File: config.mk
export PLATFORM = sky130hd
export DESIGN_NAME = fsm_ctrl
export DESIGN_NICKNAME = d
export VERILOG_FILES = /design/src/rtl/fsm_ctrl.sv
export SDC_FILE = /design/constraint.sdc
export NUM_CORES = 1
export LEC_CHECK = 0
export CORE_ASPECT_RATIO = 1.5
export CORE_MARGIN = 10
export CORE_UTILIZATION = 45
export DETAILED_ROUTE_END_ITERATION = 8
export GPL_TIMING_DRIVEN = 1
export PLACE_DENSITY = 0.8
export RECOVER_POWER = 25
export SLEW_MARGIN = 20
export SYNTH_ARGS = -nofsm -noshare
export SYNTH_HDL_FRONTEND = slang
export SYNTH_SLANG_ARGS = --single-unit
export TNS_END_PERCENT = 20
File: constraint.sdc
create_clock -name clock -period 3.78 [get_ports clock]
set_clock_uncertainty 0.1 [all_clocks]
set_input_delay 0.945 -clock clock [delete_from_list [all_inputs] [get_ports clock]]
set_output_delay 0.945 -clock clock [all_outputs]
set_load 0.005 [all_outputs]
File: src/rtl/fsm_ctrl.sv
// Packet-framing monitor: follows a head/data/tail beat stream qualified by valid.
// Build option FSM_ERR_CHECK_EN enables err pulses and head-restart handling.
//
// state | meaning
// IDLE  | between packets, waiting for a head beat
// HEAD  | head beat taken, packet open
// DATA  | body beats being taken
// TAIL  | tail beat just taken, packet closed and counted

module fsm_ctrl #(
  parameter int LEN_W = 8,
  parameter int CNT_W = 16
) (
  input  logic             clock,
  input  logic             reset,
  input  logic             head,
  input  logic             tail,
  input  logic             valid,
  output logic [1:0]       state,
  output logic             busy,
  output logic             sop,
  output logic             eop,
  output logic [LEN_W-1:0] pkt_len,
  output logic [CNT_W-1:0] pkt_cnt,
  output logic             err
);

  typedef enum logic [1:0] {
    IDLE = 2'b00,
    HEAD = 2'b01,
    DATA = 2'b10,
    TAIL = 2'b11
  } state_t;

`ifdef FSM_ERR_CHECK_EN
  localparam bit ERR_CHK = 1'b1;
`else
  localparam bit ERR_CHK = 1'b0;
`endif

  localparam logic [LEN_W-1:0] LEN_MAX = '1;
  localparam logic [LEN_W-1:0] LEN_ONE = LEN_W'(1);
  localparam logic [CNT_W-1:0] CNT_ONE = CNT_W'(1);

  state_t           st;
  logic [LEN_W-1:0] len_run;
  logic [LEN_W-1:0] len_inc;

  // Running length sticks at all-ones rather than wrapping on very long packets.
  assign len_inc = (len_run == LEN_MAX) ? len_run : len_run + LEN_ONE;
  assign state   = st;

  always_ff @(posedge clock or posedge reset) begin
    if (reset) begin
      st      <= IDLE;
      busy    <= 1'b0;
      sop     <= 1'b0;
      eop     <= 1'b0;
      err     <= 1'b0;
      len_run <= '0;
      pkt_len <= '0;
      pkt_cnt <= '0;
    end else begin
      sop <= 1'b0;
      eop <= 1'b0;
      err <= 1'b0;
      case (st)
        IDLE: begin
          if (valid && head) begin
            len_run <= LEN_ONE;
            if (tail) begin
              st      <= TAIL;
              busy    <= 1'b0;
              eop     <= 1'b1;
              pkt_len <= LEN_ONE;
              pkt_cnt <= pkt_cnt + CNT_ONE;
            end else begin
              st   <= HEAD;
              busy <= 1'b1;
              sop  <= 1'b1;
            end
          end else if (valid && tail && ERR_CHK) begin
            err <= 1'b1;
          end
        end

        HEAD, DATA: begin
          if (valid) begin
            // Tail wins over a coincident head so the open packet is always closed.
            if (tail) begin
              st      <= TAIL;
              busy    <= 1'b0;
              eop     <= 1'b1;
              len_run <= len_inc;
              pkt_len <= len_inc;
              pkt_cnt <= pkt_cnt + CNT_ONE;
            end else if (head && ERR_CHK) begin
              st      <= HEAD;
              busy    <= 1'b1;
              sop     <= 1'b1;
              err     <= 1'b1;
              len_run <= LEN_ONE;
            end else begin
              st      <= DATA;
              busy    <= 1'b1;
              len_run <= len_inc;
            end
          end
        end

        TAIL: begin
          if (valid && head) begin
            len_run <= LEN_ONE;
            if (tail) begin
              st      <= TAIL;
              busy    <= 1'b0;
              eop     <= 1'b1;
              pkt_len <= LEN_ONE;
              pkt_cnt <= pkt_cnt + CNT_ONE;
            end else begin
              st   <= HEAD;
              busy <= 1'b1;
              sop  <= 1'b1;
            end
          end else begin
            st   <= IDLE;
            busy <= 1'b0;
            if (valid && tail && ERR_CHK) begin
              err <= 1'b1;
            end
          end
        end

        default: begin
          st   <= IDLE;
          busy <= 1'b0;
        end
      endcase
    end
  end

endmodule

### Yosys cells after proc, flatten, opt, wreduce, memory -nomap -nowiden

Cells that the tools add are included.

* add/sub/neg operators: 2
* multiplexer cells: 29
* equality and inequality tests: 9
* reduce and logical (&&, ||, !) cells: 7

Operators with widths (count)
* two-way mux 8 bit: 7
* two-way mux 16 bit: 3
* one-hot mux 16 bit (2 select lines): 1
* one-hot mux 8 bit (2 select lines): 2
* adder 16 x 1 -> 16 bit (second input constant): 1
* two-way mux 1 bit: 9
* adder 8 x 1 -> 8 bit (second input constant): 1
* == test 8 bit (second input constant): 1
* two-way mux 2 bit: 4
* != test 2 bit (second input constant): 3
* one-hot mux 2 bit (3 select lines): 1
* == test 2 bit (second input constant): 2
* != test 2 x 1 -> 1 bit (second input constant): 2
* AND reduction 2 bit: 2
* AND reduction 4 bit: 1
* OR reduction 2 bit: 2
* one-hot mux 1 bit (3 select lines): 1
* == test 2 x 1 -> 1 bit (second input constant): 1
* logical NOT 2 bit: 1
* one-hot mux 1 bit (2 select lines): 1
* logical AND 1 bit: 1

* output and inout port bits: 30
* word-level logic and storage cells: 54
* register bits: 37

### Logic depth before layout (Yosys ltp)

* depth in word-level cells: 5
* depth in mapped cells: 7
* gate-level depth less buffers: 6

### Worst setup path after synthesis

Ideal clock, no wire load.

* path kind: input-to-reg
* start: in valid
* end: reg st[0] (netlist: state[0])
* cell stages on the path: 4
* arrival time: 1.661 ns
* setup time: 0.138 ns
* setup slack: 1.881 ns
* required time: 3.542 ns
* path through: clkbuf_1 -> and3_1 -> a2111oi_0 -> a21oi_1

* cells in the longest elaborated chain, start to end: 3
* elaborated cells on any way between the ends: 6

RTL lines
* start, declared: RTL line 18 `input logic valid,`
* logical AND 1 bit: RTL line 69, 112
* two-way mux 2 bit / != test 2 bit (equally long branches)
* one-hot mux 2 bit (3 select lines) / AND reduction 2 bit (equally long branches)
* end signal, assigned: RTL line 72 `st <= TAIL;`
* end signal, assigned: RTL line 78 `st <= HEAD;`
* end signal, assigned: RTL line 115 `st <= TAIL;`
* end, declared: RTL line 45 `state_t st;`

Several ways; a longest one is shown, not always the timed one.
A chain may end at the register's enable or synchronous reset.

### Final worst setup path

* start: in head
* end: reg pkt_len[1]

* cells in the longest elaborated chain, start to end: 3

RTL lines
* start, declared: RTL line 16 `input logic head,`
* logical AND 1 bit: RTL line 69, 112
* != test 2 x 1 -> 1 bit (no line)
* AND reduction 4 bit (no line)
* end signal, assigned: RTL line 95 `pkt_len <= len_inc;`
* end, declared: RTL line 23 `output logic [LEN_W-1:0] pkt_len,`

No other way between the ends.

==> flow_metrics.env <==
export IMPL_cts_sinks=37
export IMPL_worstSetupStartpointType="primary input"
export IMPL_routed_wl_um=4016
export IMPL_final_hold_violation_count=0
export IMPL_rsz0062_at_grt="no"
export IMPL_place_ws_ns=0.7973
export IMPL_synth_edff_count=0
export IMPL_drive_gt1_share_pct=7.623
export IMPL_hold_buffers=0
export IMPL_grt_use_total_pct=11.77
export IMPL_postCtsSetupBuffers=0
export IMPL_arrival_ns=2.72
export IMPL_synth_top_cell_area_share_pct=49.60
export IMPL_top_usage_layer="met2"
export IMPL_syn_area_um2=1867
export IMPL_grtUsageMet2_pct=20.82
export IMPL_post_route_drc_count=0
export IMPL_vias=1493
export IMPL_dieArea_um2=7178
export IMPL_io_buffers=33
export IMPL_status="finished, final reports clean"
export IMPL_maxSlewHeadroom_pct=65.95
export IMPL_slew_violations=0
export IMPL_grtUsageMet3_pct=4.518
export IMPL_fmaxAchievable_mhz=375.8
export IMPL_cts_tree="done"
export IMPL_synthArstFlopShare_pct=100.0
export IMPL_cts_resized=0
export IMPL_synthesis_instances=188
export IMPL_power_mw=1.465
export IMPL_tightest_slew_ns=0.5083
export IMPL_viasPerCell=5.571
export IMPL_drv_cap=0
export IMPL_dieWidth_um=72.59
export IMPL_synth_seq_cells=37
export IMPL_hpwl_um=3066
export IMPL_final_util_pct=57.89
export IMPL_yosysTopAreaCell="dfrtp_1"
export IMPL_num_antenna_cells=0
export IMPL_area_delta_synth_final_pct=23.86
export IMPL_yosys_warnings=0
export IMPL_instances_no_fill=268
export IMPL_tns_ns=0
export IMPL_peakVddDrop_uv=507.7
export IMPL_die_height_um=98.89
export IMPL_setup_slack_ns=1.119
export IMPL_dp_cells=260
export IMPL_hold_class="reg2reg"
export IMPL_wl_per_cell_um=14.99
export IMPL_grt_pass1_wl_um=6906
export IMPL_post_synth_num_cell_types=41
export IMPL_powerDensity_nw_per_um2=633.5
export IMPL_syn_area_per_cell_um2=9.930
export IMPL_gr_usage_met1_pct=11.07
export IMPL_mostFrequentLayoutCells="37 x dfrtp_1, 32 x clkdlybuf4s50_1, 28 x nand2_1, 12 x o21ai_0, 11 x xnor2_1"
export IMPL_initial_utilization_pct=46.74
export IMPL_place_congestion=0.8515
export IMPL_clock_latency_ns=0.29
export IMPL_cts_htree_levels=2
export IMPL_first_pass_iters=4
export IMPL_critPathKind="in2reg"
export IMPL_numCtsBuffers=5
export IMPL_fin_nets=233
export IMPL_synth_ff_type="dfrtp_1"
export IMPL_synth_top_cells_by_area="dfrtp_1 50%, nand2_1 5.6%, xnor2_1 5.2%"
export IMPL_setup_violations=0
export IMPL_place_area_um2=2226
export IMPL_layout_min_cycle_time_ns=2.661
export IMPL_final_antenna_net_count=0
export IMPL_grt_pass1_vias=1584
export IMPL_drtIter0Drc=161
export IMPL_leakagePower_nw=0.9927
export IMPL_path_clk_slew_ns=0.07
export IMPL_rows=28
export IMPL_antenna_found_initial=0
export IMPL_endpoint_kind="flop"
export IMPL_core_area_um2=3994
export IMPL_final_area_um2=2312
export IMPL_grt_start_max_net_pins=38
export IMPL_clk_path_buf_depth=2
export IMPL_layout_commonest_cell="dfrtp_1"
export IMPL_post_route_period_util_pct=70.39
export IMPL_worst_path_max_fanout=17
export IMPL_worst_endpoint_required_ns=3.84
export IMPL_io_pins=35
export IMPL_cts_root_buf="clkbuf_8"
export IMPL_seq_area_frac_synth_pct=49.60
export IMPL_gr_total_overflow=0
export IMPL_whs_ns=0.3808
export IMPL_syn_num_nets=199
[area by class of cell]
class,count,area [um2]
clock buffer,5,68.82
clock inverter,3,17.52
fill,371,1682
inverter,9,33.78
multi-input combinational,135,872.1
sequential,37,925.9
tap,45,56.30
timing repair buffer,34,337.8
[synthesized netlist by cell type (2+ instances only)]
cell type   n
a21oi_1    10
a22o_1      2
a31o_2      2
and3_1      6
buf_2       4
clkbuf_1    2
dfrtp_1    37
ha_1        6
inv_1       8
mux2i_1     4
nand2_1    28
nand3_1     9
nand4_1     6
nor2_1      7
nor2_2      3
nor3_1      2
nor4_1      3
o21ai_0    12
xnor2_1    11
xor2_1      5
[metal layers]
metal	vias up	part of all wire (%)
li1	726	-
met1	708	38
met2	55	53
met3	4	7.9
met4	0	1.4
met5	-	0
[kinds of logic (layout without fill, tap and decap cells)]
logic type | count (synthesis) | after routing | synth area share [%]
adders and majority gates | 6 | 6 | 4.021
xor gates and xnor gates | 16 | 16 | 7.506
muxes | 4 | 4 | 2.145
AOI/OAI and AO/OA | 42 | 42 | 15.08
and+or+nand+nor | 66 | 66 | 17.76
buffers and inverters | 16 | 51 | 3.687
DFF | 37 | 37 | 49.60
other | 1 | 1 | 0.2009
[flip-flops by register name (all words and copies together) (netlist names)]
name	flops
busy	1
state	2
pkt_cnt	16
len_run	8
eop	1
pkt_len	8
sop	1
[power by group]
group	switching, mW	internal, mW
Sequential	0.125	0.496
Combinational	0.284	0.292
Clock	0.141	0.127
Total	0.550	0.915
[final timing paths]
kind	from	end	slack, ns	depth (start not counted)
max in group asynchronous	reset	state[1]$_DFFE_PP0P_	2.15	3
worst min register to register	busy$_DFFE_PP0P_	busy$_DFFE_PP0P_	0.38	1
worst max-delay path	head	pkt_len[1]$_DFFE_PP0P_	1.12	5
worst min-delay path	busy$_DFFE_PP0P_	busy$_DFFE_PP0P_	0.38	1
min in group asynchronous	reset	pkt_cnt[15]$_DFFE_PP0P_	1.08	3
worst max register to register	state[1]$_DFFE_PP0P_	pkt_len[1]$_DFFE_PP0P_	1.32	6
[worst max-delay path, stage by stage]
cell and delay, ns:
clkdlybuf4s50_1 0.54, o211ai_4 0.51, clkinv_1 0.38, nand2_1 0.22
o21ai_0 0.11
No activity file was read; power rests on OpenSTA's default activity.
